==> src/rtl/vu_carry_adjust_pipe.sv <==
// Per-lane complemented carry-out of a+b+cin via a conditional-sum tree; latency PIPE (1 or 2) cycles.
// stall freezes every register (inputs that cycle are dropped); reset flushes all in-flight work.
module vu_carry_adjust_pipe #(
    parameter int WIDTH = 25,
    parameter int LANES = 8,
    parameter int PIPE  = 1
) (
    input  logic                     clk,
    input  logic                     reset,
    input  logic                     stall,
    input  logic                     in_valid,
    input  logic [LANES*WIDTH-1:0]   a,
    input  logic [LANES*WIDTH-1:0]   b,
    input  logic [LANES-1:0]         cin_en,
    input  logic [LANES-1:0]         lane_en,
    input  logic [LANES-1:0]         csa_co,
    input  logic [LANES-1:0]         cpa_co,
    output logic                     out_valid,
    output logic [LANES-1:0]         co_l,
    output logic [LANES-1:0]         carry_fix
);

    localparam int L    = $clog2(WIDTH);
    localparam int M    = L / 2;
    localparam int HALF = (WIDTH + 1) / 2;

    // Applies tree ranks r_from+1 .. r_to. Index k holds group k of the current rank;
    // an unpaired top group passes straight through, so no padding is needed.
    function automatic logic [2*WIDTH-1:0] merge_ranks(
        input logic [WIDTH-1:0] g0_in,
        input logic [WIDTH-1:0] g1_in,
        input int               r_from,
        input int               r_to
    );
        logic [WIDTH-1:0] g0, g1, n0, n1;
        int               ng_prev;
        g0 = g0_in;
        g1 = g1_in;
        for (int r = 1; r <= L; r++) begin
            if (r > r_from && r <= r_to) begin
                ng_prev = (WIDTH + (1 << (r - 1)) - 1) >> (r - 1);
                n0 = '1;
                n1 = '1;
                for (int k = 0; k < HALF; k++) begin
                    if (2 * k + 1 < ng_prev) begin
                        n0[k] = g0[2*k] ? g0[2*k+1] : g1[2*k+1];
                        n1[k] = g1[2*k] ? g0[2*k+1] : g1[2*k+1];
                    end else if (2 * k < ng_prev) begin
                        n0[k] = g0[2*k];
                        n1[k] = g1[2*k];
                    end
                end
                g0 = n0;
                g1 = n1;
            end
        end
        return {g1, g0};
    endfunction

    logic [LANES-1:0][WIDTH-1:0] mid0_d, mid1_d;
    logic [LANES-1:0][WIDTH-1:0] s2_g0, s2_g1;
    logic                        s2_vld;
    logic [LANES-1:0]            s2_cin, s2_en;
    logic                        vld_d, vld_q;
    logic [LANES-1:0]            co_l_d, co_l_q;

    // Leaves: nand = complemented carry with cin 0, nor = complemented carry with cin 1.
    always_comb begin
        logic [2*WIDTH-1:0] g;
        g      = '0;
        mid0_d = '1;
        mid1_d = '1;
        for (int i = 0; i < LANES; i++) begin
            g = merge_ranks(~(a[i*WIDTH +: WIDTH] & b[i*WIDTH +: WIDTH]),
                            ~(a[i*WIDTH +: WIDTH] | b[i*WIDTH +: WIDTH]), 0, M);
            mid0_d[i] = g[WIDTH-1:0];
            mid1_d[i] = g[2*WIDTH-1:WIDTH];
        end
    end

    if (PIPE == 2) begin : g_mid
        logic                        vld_mid_d, vld_mid_q;
        logic [LANES-1:0]            cin_mid_d, cin_mid_q, en_mid_d, en_mid_q;
        logic [LANES-1:0][WIDTH-1:0] mid0_q, mid1_q;

        always_comb begin
            vld_mid_d = in_valid;
            cin_mid_d = cin_en;
            en_mid_d  = lane_en;
        end

        always_ff @(posedge clk) begin
            if (reset) begin
                vld_mid_q <= 1'b0;
                cin_mid_q <= '0;
                en_mid_q  <= '0;
                mid0_q    <= '1;
                mid1_q    <= '1;
            end else if (!stall) begin
                vld_mid_q <= vld_mid_d;
                cin_mid_q <= cin_mid_d;
                en_mid_q  <= en_mid_d;
                mid0_q    <= mid0_d;
                mid1_q    <= mid1_d;
            end
        end

        assign s2_vld = vld_mid_q;
        assign s2_cin = cin_mid_q;
        assign s2_en  = en_mid_q;
        assign s2_g0  = mid0_q;
        assign s2_g1  = mid1_q;
    end else begin : g_nomid
        assign s2_vld = in_valid;
        assign s2_cin = cin_en;
        assign s2_en  = lane_en;
        assign s2_g0  = mid0_d;
        assign s2_g1  = mid1_d;
    end

    always_comb begin
        logic [2*WIDTH-1:0] f;
        f      = '0;
        vld_d  = s2_vld;
        co_l_d = '1;
        for (int i = 0; i < LANES; i++) begin
            f = merge_ranks(s2_g0[i], s2_g1[i], M, L);
            co_l_d[i] = s2_en[i] ? (s2_cin[i] ? f[WIDTH] : f[0]) : 1'b1;
        end
    end

    always_ff @(posedge clk) begin
        if (reset) begin
            vld_q  <= 1'b0;
            co_l_q <= '1;
        end else if (!stall) begin
            vld_q  <= vld_d;
            co_l_q <= co_l_d;
        end
    end

    assign out_valid = vld_q;
    assign co_l      = vld_q ? co_l_q : '1;
    assign carry_fix = {LANES{vld_q}} & (~(co_l ^ csa_co) ^ cpa_co);

endmodule

==> config.mk <==
export PLATFORM = sky130hd
export DESIGN_NAME = vu_carry_adjust_pipe
export DESIGN_NICKNAME = d
export VERILOG_FILES = /design/src/rtl/vu_carry_adjust_pipe.sv
export SDC_FILE = /design/constraint.sdc
export NUM_CORES = 1
export LEC_CHECK = 0
export ABC_AREA = 1
export CAP_MARGIN = 20
export CELL_PAD_IN_SITES_DETAIL_PLACEMENT = 1
export CELL_PAD_IN_SITES_GLOBAL_PLACEMENT = 1
export CORE_ASPECT_RATIO = 1.75
export CORE_MARGIN = 1.5
export CORE_UTILIZATION = 22
export DETAILED_ROUTE_END_ITERATION = 8
export PLACE_DENSITY_LB_ADDON = 0.05
export SYNTH_ARGS = -nofsm -noshare
export SYNTH_HDL_FRONTEND = slang
export SYNTH_SLANG_ARGS = --single-unit
==> constraint.sdc <==
create_clock -name clk -period 2.29 [get_ports clk]
set_input_delay 0.687 -clock clk [delete_from_list [all_inputs] [get_ports clk]]
set_output_delay 0.687 -clock clk [all_outputs]
set_load 0.02 [all_outputs]
==> results.rst, run 1 <==
.. list-table::
   :header-rows: 1

   * - Metric
     - Value
   * - Final standard cell utilization of the core
     - 43.34%
   * - Clock-pin slew on the worst setup and hold paths
     - 40 ps
   * - Buffer depth of the longest clock path
     - 2
   * - Grt total ovfl
     - 0
   * - Count of input and output buffers
     - 452
   * - Core region area
     - 31,640 um2
   * - Final standard cell area without fillers
     - 13,710 um2
   * - Post-synthesis average cell area
     - 4.208 um2
   * - Sequential-to-total area share from yosys stat
     - 2.535%
   * - Area share of the largest cell type after synthesis
     - 44.73%
   * - Count of buffer and inverter cells on the critical path
     - 2
   * - Endpoint kind of the worst setup timing path
     - output port
   * - Pin slew with the least headroom to its limit
     - 440.7 ps
   * - Number of antenna violations at the first check in global routing
     - 12
   * - Cell at the root of the clock tree
     - sky130_fd_sc_hd__clkbuf_16
   * - Ratio of final minimum period to clock period
     - 99.91%
   * - Mapped Nets
     - 2,125
   * - GRT Util Overall
     - 19.99%
   * - Number of cells produced by synthesis
     - 1,689
   * - Max-slew violations
     - 0
   * - Total power
     - 3.240 mW
   * - Cell types with the largest area share after synthesis
     - sky130_fd_sc_hd__nand2_1, sky130_fd_sc_hd__nor2_1, sky130_fd_sc_hd__o21ai_0
   * - Final hold viol count
     - 0
   * - Total clock buffers created by CTS
     - 3
   * - Die height
     - 240.8 um
   * - Static power due to leakage
     - 7.392 nW
   * - CTS tree
     - yes
   * - Top Family by Delay on Critical Path
     - buffers and inverters
   * - Share of final-layout standard cells stronger than drive strength 1
     - 15.24%
   * - Detailed-route via count
     - 12,180
   * - Worst voltage drop across the vdd grid
     - 0.1581 mV
   * - Row count
     - 86
   * - Worst hold slack after final layout
     - 501.4 ps
   * - Num ports
     - 453
   * - Iteration-0 DRC count of the detailed router
     - 171
   * - Avg Vias per Cell
     - 4.683
   * - Wire length of the first global-routing pass
     - 55.32 mm
   * - Effective utilization at floorplan
     - 22.47%
   * - Clock latency reported for the late side of the worst-skew pair
     - 230 ps
   * - Reported max-cap violation count
     - 0
   * - Number of clock sinks
     - 9
   * - Total Nets Final
     - 2,628
   * - Final total negative setup slack
     - 0 ps
   * - DRT Pass-1 Iters
     - 6
   * - Number of different library cells in the post-synthesis netlist
     - 22
   * - Critical Path Start Type
     - primary input
   * - Die ar.
     - 33,440 um2
   * - Cell with the largest stage delay on the worst path
     - sky130_fd_sc_hd__or2_4
   * - Crit path kind
     - in -> out
   * - Commonest non-fill, non-tap cells in the layout
     - sky130_fd_sc_hd__nand2_1, sky130_fd_sc_hd__clkdlybuf4s50_1, sky130_fd_sc_hd__nor2_1, sky130_fd_sc_hd__inv_1, sky130_fd_sc_hd__dlymetal6s2s_1
   * - Run status
     - finished, final reports clean
   * - Final WL
     - 36.46 mm
   * - Signed area change from the synthesized netlist to the final layout
     - 92.87%
   * - Die outline width
     - 138.9 um
   * - Count of final setup violators
     - 0
   * - Pwr dens
     - 236.3 nW/um2
   * - Worst clock skew
     - 0 ps
   * - Pin count of the biggest net entering global routing
     - 12
   * - RD Place Congestion
     - 0.8698
   * - CTS H-Tree Depth
     - 1
   * - Routed Antenna Nets
     - 0
   * - Synth warnings
     - 0
   * - Number of global-route vias before repair
     - 12,630
   * - Library cell with the largest summed area after synthesis
     - sky130_fd_sc_hd__nand2_1
   * - Unrepaired setup endpoints after global routing
     - yes
   * - Max stage delay on crit path
     - 250 ps
   * - Placed wire-length estimate
     - 32.33 mm
   * - Arrival time of the worst setup path
     - 1600 ps
   * - Minimum period implied by the final worst setup slack
     - 2288 ps
   * - Worst max-slew margin expressed relative to the limit
     - 70.53%
   * - Critical Path Fanout Max
     - 2
   * - Register bit total from synthesis
     - 9
   * - DR WL/cell
     - 14.02 um
   * - Highest achievable clock rate
     - 437.1 MHz
   * - Number of hold-repair buffers added at the cts stage
     - 0
   * - Crit path cell chain
     - clkdlybuf4s15_1 -> xor2_2 -> or2_4 -> a21oi_2 -> buf_4
   * - Combined area of all synthesized cells
     - 7108 um2
   * - Placed standard-cell area
     - 12,390 um2
   * - Worst Path Required
     - 1600 ps
   * - Most common cell after layout, fill and taps aside
     - sky130_fd_sc_hd__nand2_1
   * - Count of unresolved DRC violations after routing
     - 0
   * - Type of the most critical hold path
     - reg -> reg
[state kept, by name (all words and copies together), names as in the netlist]
register,count
co_l_q,8
out_valid,1
[cell families after synthesis]
family          after synthesis  synth area share, %
compound gates              289                21.32
xor+xnor                      8               0.9858
flops                         9                2.535
simple gates               1215                66.27
buf+inv                     168                8.889
[layer usage]
layer | vias to the layer above | wire, um | global-route usage, %
li1 | 6298 | - | -
met1 | 5542 | 12140 | 17.92
met2 | 295 | 21180 | 43.29
met3 | 46 | 1907 | 3.770
met4 | 0 | 1230 | 6.534
met5 | - | 0 | 0
[report_power, final]
part	switching (mW)	internal, mW	leakage (nW)
logic	1.41	1.34	7.28
clock network	0.0747	0.233	0.0382
registers	0.0126	0.170	0.0750
total	1.50	1.74	7.39
[final timing paths]
check             from            to  slack (ps)  cells after the start
min reg2reg  co_l_q[6]     co_l_q[6]         500                      2
min          co_l_q[6]     co_l_q[6]         500                      2
max          csa_co[5]  carry_fix[5]           2                      5
max reg2reg  out_valid     out_valid        1510                      3
[worst register-to-register path: stages, from the launching register on]
cell	delay, ps
sky130_fd_sc_hd__dfxtp_2	320
sky130_fd_sc_hd__inv_2	50
sky130_fd_sc_hd__buf_6	120
sky130_fd_sc_hd__a211oi_1	190
[cells in the mapped netlist]
master	count
sky130_fd_sc_hd__o21ai_1	28
sky130_fd_sc_hd__a21oi_1	70
sky130_fd_sc_hd__a211oi_1	1
sky130_fd_sc_hd__a21oi_2	6
sky130_fd_sc_hd__o21ai_0	171
sky130_fd_sc_hd__or2_2	17
sky130_fd_sc_hd__dfxtp_1	9
sky130_fd_sc_hd__buf_1	1
sky130_fd_sc_hd__o21ai_2	2
sky130_fd_sc_hd__nor2_1	281
sky130_fd_sc_hd__clkbuf_1	1
sky130_fd_sc_hd__nand3b_1	2
sky130_fd_sc_hd__nor2_2	9
sky130_fd_sc_hd__nand2_2	1
sky130_fd_sc_hd__inv_1	165
sky130_fd_sc_hd__buf_2	1
sky130_fd_sc_hd__a21oi_4	1
sky130_fd_sc_hd__nand2_1	847
sky130_fd_sc_hd__xor2_1	8
sky130_fd_sc_hd__o21a_1	10
sky130_fd_sc_hd__nand3_1	56
sky130_fd_sc_hd__nand2b_1	2
[final cells by class]
cell class	instances	area, um2
Sequential cell	9	181.4
Clock buffer	4	78.83
Timing Repair Buffer	501	5114
Tap cell	396	495.5
Multi-Input combinational cell	1512	7186
Antenna cell	14	35.03
Fill cell	4434	17930
Inverter	165	619.3
[through the flow]
| step | worst slack (ps) | std cells |
|---|---|---|
| 2_1_floorplan | 7.072 | 1689 |
| 5_1_grt | -46.42 | 2600 |
| 3_3_place_gp | -680.7 | 2568 |
| 4_1_cts | -5.404 | 2575 |
| 3_5_place_dp | -711.9 | 2568 |
| 6_report | 2.109 | 2601 |
[what timing repair did]
action | CTS | global route
gates resized for setup | 91 | 440
pin swaps | 20 | 101
endpoints found under the setup margin | 17 | 15
buffers inserted | 3 | 12
(Power assumes the default switching activity.)
==> run 2, diff against run 1 <==
- CELL_PAD_IN_SITES_GLOBAL_PLACEMENT: 1 -> 2
- CORE_UTILIZATION: 22 -> 15
- GPL_ROUTABILITY_DRIVEN: default -> 0
- clock period: 2.29 -> 2.2 ns (I/O delays scaled with it)
==> results.rst, run 2 (synthesized netlist as in run 1, its figures left out) <==
.. list-table::
   :header-rows: 1

   * - Metric
     - Value
   * - Run status
     - finished, final reports clean (unchanged)
   * - Worst slack at placement
     - -921.4 ps (was -711.9 ps)
   * - Most common cell after layout, fill and taps aside
     - sky130_fd_sc_hd__nand2_1 (unchanged)
   * - Clock-pin slew on the worst setup and hold paths
     - 40 ps (about the same)
   * - Final WL
     - 39.96 mm (was 36.46 mm)
   * - Crit path kind
     - in -> out (unchanged)
   * - Total power
     - 3.583 mW (was 3.240 mW)
   * - Placed wire-length estimate
     - 35.71 mm (was 32.33 mm)
   * - Count of input and output buffers
     - 452 (unchanged)
   * - Total clock buffers created by CTS
     - 3 (unchanged)
   * - Effective utilization at floorplan
     - 15.20% (was 22.47%)
   * - Arrival time of the worst setup path
     - 1510 ps (was 1600 ps)
   * - Pwr dens
     - 237.8 nW/um2 (was 236.3 nW/um2)
   * - Ratio of final minimum period to clock period
     - 98.79%
   * - Number of global-route vias before repair
     - 12,700 (was 12,630)
   * - CTS tree
     - yes (unchanged)
   * - Reported max-cap violation count
     - 0 (unchanged)
   * - Count of final setup violators
     - 0 (unchanged)
   * - Pin slew with the least headroom to its limit
     - 414.0 ps (was 440.7 ps)
   * - Worst clock skew
     - 0 ps (unchanged)
   * - Num ports
     - 453 (unchanged)
   * - Core region area
     - 46,770 um2 (was 31,640 um2)
   * - Worst voltage drop across the vdd grid
     - 0.1324 mV (was 0.1581 mV)
   * - Worst hold slack after final layout
     - 522.0 ps (was 501.4 ps)
   * - Grt total ovfl
     - 0 (unchanged)
   * - Unrepaired setup endpoints after global routing
     - yes (unchanged)
   * - Placed standard-cell area
     - 12,680 um2 (was 12,390 um2)
   * - DR WL/cell
     - 14.24 um (was 14.02 um)
   * - Final standard cell utilization of the core
     - 32.22% (was 43.34%)
   * - Buffer depth of the longest clock path
     - 2 (unchanged)
   * - Critical Path Start Type
     - primary input (unchanged)
   * - Die height
     - 291.0 um (was 240.8 um)
   * - Share of final-layout standard cells stronger than drive strength 1
     - 24.38% (was 15.24%)
   * - Detailed-route via count
     - 12,240 (was 12,180)
   * - Avg Vias per Cell
     - 4.361 (was 4.683)
   * - Die ar.
     - 48,750 um2 (was 33,440 um2)
   * - Clock latency reported for the late side of the worst-skew pair
     - 240 ps (was 230 ps)
   * - Signed area change from the synthesized netlist to the final layout
     - 112.0% (was 92.87%)
   * - Wire length of the first global-routing pass
     - 60.14 mm (was 55.32 mm)
   * - Max-slew violations
     - 0 (unchanged)
   * - DRT Pass-1 Iters
     - 4 (was 6)
   * - Setup slack after layout
     - 26.63 ps (was 2.109 ps)
   * - Endpoint kind of the worst setup timing path
     - output port (unchanged)
   * - GRT Util Overall
     - 15.35% (was 19.99%)
   * - Number of clock sinks
     - 9 (unchanged)
   * - Critical Path Fanout Max
     - 2 (unchanged)
   * - Routed Antenna Nets
     - 0 (unchanged)
   * - Largest register by flop count
     - co_l_q (unchanged)
   * - Total Nets Final
     - 2,644 (was 2,628)
   * - Die outline width
     - 167.6 um (was 138.9 um)
   * - Worst Path Required
     - 1540 ps (was 1600 ps)
   * - Final hold viol count
     - 0 (unchanged)
   * - Worst max-slew margin expressed relative to the limit
     - 72.32% (was 70.53%)
   * - Row count
     - 105 (was 86)
   * - Cell at the root of the clock tree
     - sky130_fd_sc_hd__clkbuf_16 (unchanged)
   * - Minimum period implied by the final worst setup slack
     - 2173 ps
   * - Number of antenna violations at the first check in global routing
     - 23 (was 12)
   * - Pin count of the biggest net entering global routing
     - 10 (was 12)
   * - Largest register FFs
     - 8 (unchanged)
   * - Type of the most critical hold path
     - reg -> reg (unchanged)
   * - Commonest non-fill, non-tap cells in the layout
     - sky130_fd_sc_hd__nand2_1, sky130_fd_sc_hd__dlymetal6s2s_1, sky130_fd_sc_hd__clkdlybuf4s50_1, sky130_fd_sc_hd__inv_1, sky130_fd_sc_hd__nor2_1 (was sky130_fd_sc_hd__nand2_1, sky130_fd_sc_hd__clkdlybuf4s50_1, sky130_fd_sc_hd__nor2_1, sky130_fd_sc_hd__inv_1, sky130_fd_sc_hd__dlymetal6s2s_1)
   * - Highest achievable clock rate
     - 460.1 MHz
   * - CTS H-Tree Depth
     - 1 (unchanged)
   * - Final standard cell area without fillers
     - 15,070 um2 (was 13,710 um2)
   * - Iteration-0 DRC count of the detailed router
     - 188 (was 171)
   * - Count of unresolved DRC violations after routing
     - 0 (unchanged)
   * - Static power due to leakage
     - 8.758 nW (was 7.392 nW)
## run 2: cell types whose count changed in the layout (fill, tap and decap cells not counted), moves of 9 or more
cell	delta
sky130_fd_sc_hd__o21ai_0	-41
sky130_fd_sc_hd__dlymetal6s2s_1	+126
sky130_fd_sc_hd__nand2_1	-54
sky130_fd_sc_hd__o21ai_2	+47
sky130_fd_sc_hd__clkdlybuf4s15_1	-9
sky130_fd_sc_hd__nor2_4	+13
sky130_fd_sc_hd__nand2_2	+54
sky130_fd_sc_hd__clkdlybuf4s50_1	-133
sky130_fd_sc_hd__buf_4	+15
sky130_fd_sc_hd__a21oi_4	+11
sky130_fd_sc_hd__o21ai_1	-13
sky130_fd_sc_hd__nor2_1	-66
sky130_fd_sc_hd__nor2_2	+53
## run 2: timing repair
item | CTS | global route
pin swaps | 33 | 204
resized for setup | 194 | 741
hold buffers | 0 | 0
endpoints found under the hold margin | 0 | 0
endpoints found under the setup margin | 23 | 16
buffers inserted | 12 | 12
## run 2: path summary, 6_finish.rpt
| kind | startpoint | endpoint | slack, ps | cells past startpoint |
|---|---|---|---|---|
| worst max-delay path | cpa_co[3] | carry_fix[3] | 30 | 5 |
| worst min-delay path | co_l_q[1] | co_l_q[1] | 520 | 2 |
| worst max register to register | out_valid | out_valid | 1400 | 3 |
| worst min register to register | co_l_q[1] | co_l_q[1] | 520 | 2 |
## run 2: worst max-delay path, stage by stage
cell and delay, ps:
sky130_fd_sc_hd__clkdlybuf4s15_2 190, sky130_fd_sc_hd__xor2_2 150, sky130_fd_sc_hd__or2_4 260, sky130_fd_sc_hd__a21oi_4 120, sky130_fd_sc_hd__buf_6 130
## run 2: area by class of cell
type	count	area (um2)
antenna	12	30.03
inverter	165	621.8
multi-input combinational	1512	7919
sequential	9	181.4
clock buffer	4	78.83
timing repair buffer	517	5500
fill	6118	31700
tap	588	735.7
## run 2: per-layer routing
metal  share of wire [%]  GRT usage [%]  wire [um]
met5                0.26              0        104
met1                  34          13.85      13540
met2                  59          33.65      23750
met3                 5.5          3.440       2209
met4                0.89          2.373        355
## run 2: stage by stage
step | instances | setup TNS [ps]
2_1_floorplan | 1689 | 0
3_3_place_gp | 2768 | -8234
3_5_place_dp | 2768 | -8617
4_1_cts | 2784 | 0
5_1_grt | 2806 | -158.1
6_report | 2807 | 0
## run 2: report_power, final
part	internal (mW)	switching [mW]
clock	0.243	0.0898
combinational	1.45	1.61
sequential	0.177	0.0127
==> run 3, diff against run 2 <==
- PLACE_DENSITY: default -> 0.89
- PLACE_DENSITY_LB_ADDON: 0.05 -> default
==> results.rst, run 3 (synthesized netlist as in run 1, its figures left out) <==
.. list-table::
   :header-rows: 1

   * - Metric
     - Value
   * - Wire length of the first global-routing pass
     - 62.03 mm (was 60.14 mm)
   * - Count of final setup violators
     - 4 (was 0)
   * - Number of global-route vias before repair
     - 13,020 (was 12,700)
   * - Die outline width
     - 167.6 um (unchanged)
   * - Pin slew with the least headroom to its limit
     - 497.3 ps (was 414.0 ps)
   * - Worst Path Required
     - 1540 ps (about the same)
   * - Total Nets Final
     - 2,637 (was 2,644)
   * - Number of clock sinks
     - 9 (unchanged)
   * - Largest register FFs
     - 8 (unchanged)
   * - Most common cell after layout, fill and taps aside
     - sky130_fd_sc_hd__nand2_1 (unchanged)
   * - Run status
     - finished, violations left (was finished, final reports clean)
   * - Final hold viol count
     - 0 (unchanged)
   * - Signed area change from the synthesized netlist to the final layout
     - 109.8% (was 112.0%)
   * - Endpoint kind of the worst setup timing path
     - output port (unchanged)
   * - Number of non-filler instances in the completed layout
     - 2,808 (was 2,807)
   * - CTS H-Tree Depth
     - 1 (unchanged)
   * - Row count
     - 105 (unchanged)
   * - Commonest non-fill, non-tap cells in the layout
     - sky130_fd_sc_hd__nand2_1, sky130_fd_sc_hd__clkdlybuf4s50_1, sky130_fd_sc_hd__dlymetal6s2s_1, sky130_fd_sc_hd__nor2_1, sky130_fd_sc_hd__inv_1 (was sky130_fd_sc_hd__nand2_1, sky130_fd_sc_hd__dlymetal6s2s_1, sky130_fd_sc_hd__clkdlybuf4s50_1, sky130_fd_sc_hd__inv_1, sky130_fd_sc_hd__nor2_1)
   * - Setup slack after layout
     - -70.43 ps (was 26.63 ps)
   * - Number of hold-repair buffers added at the cts stage
     - 0 (unchanged)
   * - Worst hold slack after final layout
     - 479.6 ps (was 522.0 ps)
   * - Reported max-cap violation count
     - 0 (unchanged)
   * - Num ports
     - 453 (unchanged)
   * - Worst max-slew margin expressed relative to the limit
     - 66.74% (was 72.32%)
   * - Arrival time of the worst setup path
     - 1610 ps (was 1510 ps)
   * - Final WL
     - 42.14 mm (was 39.96 mm)
   * - Worst slack at placement
     - -976.5 ps (was -921.4 ps)
   * - Placed wire-length estimate
     - 36.81 mm (was 35.71 mm)
   * - Highest achievable clock rate
     - 440.4 MHz (was 460.1 MHz)
   * - Worst voltage drop across the vdd grid
     - 0.1465 mV (was 0.1324 mV)
   * - Dpl cells
     - 2,770 (was 2,768)
   * - Number of antenna violations at the first check in global routing
     - 28 (was 23)
   * - DRT Pass-1 Iters
     - 4 (unchanged)
   * - Crit path kind
     - in -> out (unchanged)
   * - Die height
     - 291.0 um (unchanged)
   * - Crit path cell chain
     - clkdlybuf4s15_1 -> xor2_1 -> or2_4 -> a21oi_2 -> buf_6 (was clkdlybuf4s15_2 -> xor2_2 -> or2_4 -> a21oi_4 -> buf_6)
   * - Ratio of final minimum period to clock period
     - 103.2% (was 98.79%)
   * - Buffer depth of the longest clock path
     - 2 (unchanged)
   * - Max-slew violations
     - 0 (unchanged)
   * - Max stage delay on crit path
     - 260 ps (about the same)
   * - Static power due to leakage
     - 8.491 nW (was 8.758 nW)
   * - Count of unresolved DRC violations after routing
     - 0 (unchanged)
   * - Cell at the root of the clock tree
     - sky130_fd_sc_hd__clkbuf_16 (unchanged)
   * - DR WL/cell
     - 15.01 um (was 14.24 um)
   * - Iteration-0 DRC count of the detailed router
     - 214 (was 188)
   * - Effective utilization at floorplan
     - 15.20% (unchanged)
   * - Critical Path Start Type
     - primary input (unchanged)
   * - Detailed-route via count
     - 12,410 (was 12,240)
   * - Pwr dens
     - 243.4 nW/um2 (was 237.8 nW/um2)
   * - Critical Path Fanout Max
     - 2 (unchanged)
   * - Core region area
     - 46,770 um2 (unchanged)
   * - Minimum period implied by the final worst setup slack
     - 2270 ps (was 2173 ps)
   * - Unrepaired setup endpoints after global routing
     - yes (unchanged)
   * - Die ar.
     - 48,750 um2 (unchanged)
   * - Worst clock skew
     - 0 ps (unchanged)
   * - Violations in the final reports
     - negative setup slack
   * - Largest register by flop count
     - co_l_q (unchanged)
   * - CTS tree
     - yes (unchanged)
   * - Cell with the largest stage delay on the worst path
     - sky130_fd_sc_hd__or2_4 (unchanged)
   * - Count of input and output buffers
     - 452 (unchanged)
   * - Type of the most critical hold path
     - reg -> reg (unchanged)
   * - Clock latency reported for the late side of the worst-skew pair
     - 240 ps (about the same)
   * - Total power
     - 3.630 mW (was 3.583 mW)
   * - Avg Vias per Cell
     - 4.421 (was 4.361)
   * - Grt total ovfl
     - 0 (unchanged)
   * - Total clock buffers created by CTS
     - 3 (unchanged)
   * - GRT Util Overall
     - 15.87% (was 15.35%)
   * - Routed Antenna Nets
     - 0 (unchanged)
   * - Share of final-layout standard cells stronger than drive strength 1
     - 23.45% (was 24.38%)
   * - Pin count of the biggest net entering global routing
     - 10 (unchanged)
   * - Clock-pin slew on the worst setup and hold paths
     - 40 ps (about the same)
==> run 3: cell count changes in the layout (fill, tap and decap cells not counted), moves of 6 or more <==
cell / delta
sky130_fd_sc_hd__clkbuf_2: -7
sky130_fd_sc_hd__clkdlybuf4s50_1: +20
sky130_fd_sc_hd__diode_2: +8
sky130_fd_sc_hd__dlygate4sd2_1: +6
sky130_fd_sc_hd__dlymetal6s2s_1: -27
sky130_fd_sc_hd__nand3_1: -6
sky130_fd_sc_hd__nor2_1: +17
sky130_fd_sc_hd__nor2_2: -11
sky130_fd_sc_hd__nor2_4: -6
sky130_fd_sc_hd__o21ai_0: +12
sky130_fd_sc_hd__o21ai_2: -7
==> run 3: final cells by class <==
cell class | count | area, um2
antenna | 20 | 50.05
clock buffer | 4 | 78.83
fill | 6147 | 31860
inverter | 165 | 619.3
multi-input combinational | 1512 | 7860
sequential | 9 | 181.4
tap | 588 | 735.7
timing repair buffer | 510 | 5385
==> run 3: through the flow <==
| step | setup TNS, ps | area [um2] | utilization, % |
|---|---|---|---|
| global route | -789.2 | 14900 | 31.86 |
| floorplan | 0 | 7121 | - |
| global placement | -9187 | 12710 | 27.18 |
| finish | -218.8 | 14910 | 31.88 |
| CTS | -347.7 | 13070 | 27.94 |
| detailed placement | -9824 | 12710 | 27.18 |
==> run 3: final timing paths <==
kind | start | endpoint | slack [ps] | cells after the start
worst max-delay path | cpa_co[4] | carry_fix[4] | -70 | 5
worst min-delay path | co_l_q[1] | co_l_q[1] | 480 | 2
worst max register to register | out_valid | out_valid | 1310 | 4
worst min register to register | co_l_q[1] | co_l_q[1] | 480 | 2
==> run 3: power breakdown <==
part           internal, mW  total (mW)  switching [mW]  leakage [nW]
sequential            0.177       0.189          0.0117        0.0750
combinational          1.45        3.11            1.66          8.38
clock                 0.244       0.336          0.0920        0.0383
==> run 3: repair_timing <==
| action | 4_1_cts | 5_1_grt |
|---|---|---|
| buffers inserted | 6 | 10 |
| pin swaps | 32 | 168 |
| endpoints found under the setup margin | 24 | 18 |
| cloned | 0 | 0 |
| resized for setup | 227 | 657 |
==> run 3: metal layers <==
layer | up-vias | part of all wire, % | track usage (%)
met5 | - | 0.21 | 0
met4 | 12 | 3.8 | 6.548
met3 | 81 | 6.8 | 4.799
met2 | 355 | 58 | 33.62
met1 | 5648 | 31 | 12.98
li1 | 6318 | - | -
==> run 3: worst max-delay path, delay by kind of cell <==
kind	cells	cell delay, ps
AND/OR/NAND/NOR	1	260
buffers and inverters	2	360
AO/OA/AOI/OAI	1	130
XOR/XNOR	1	190
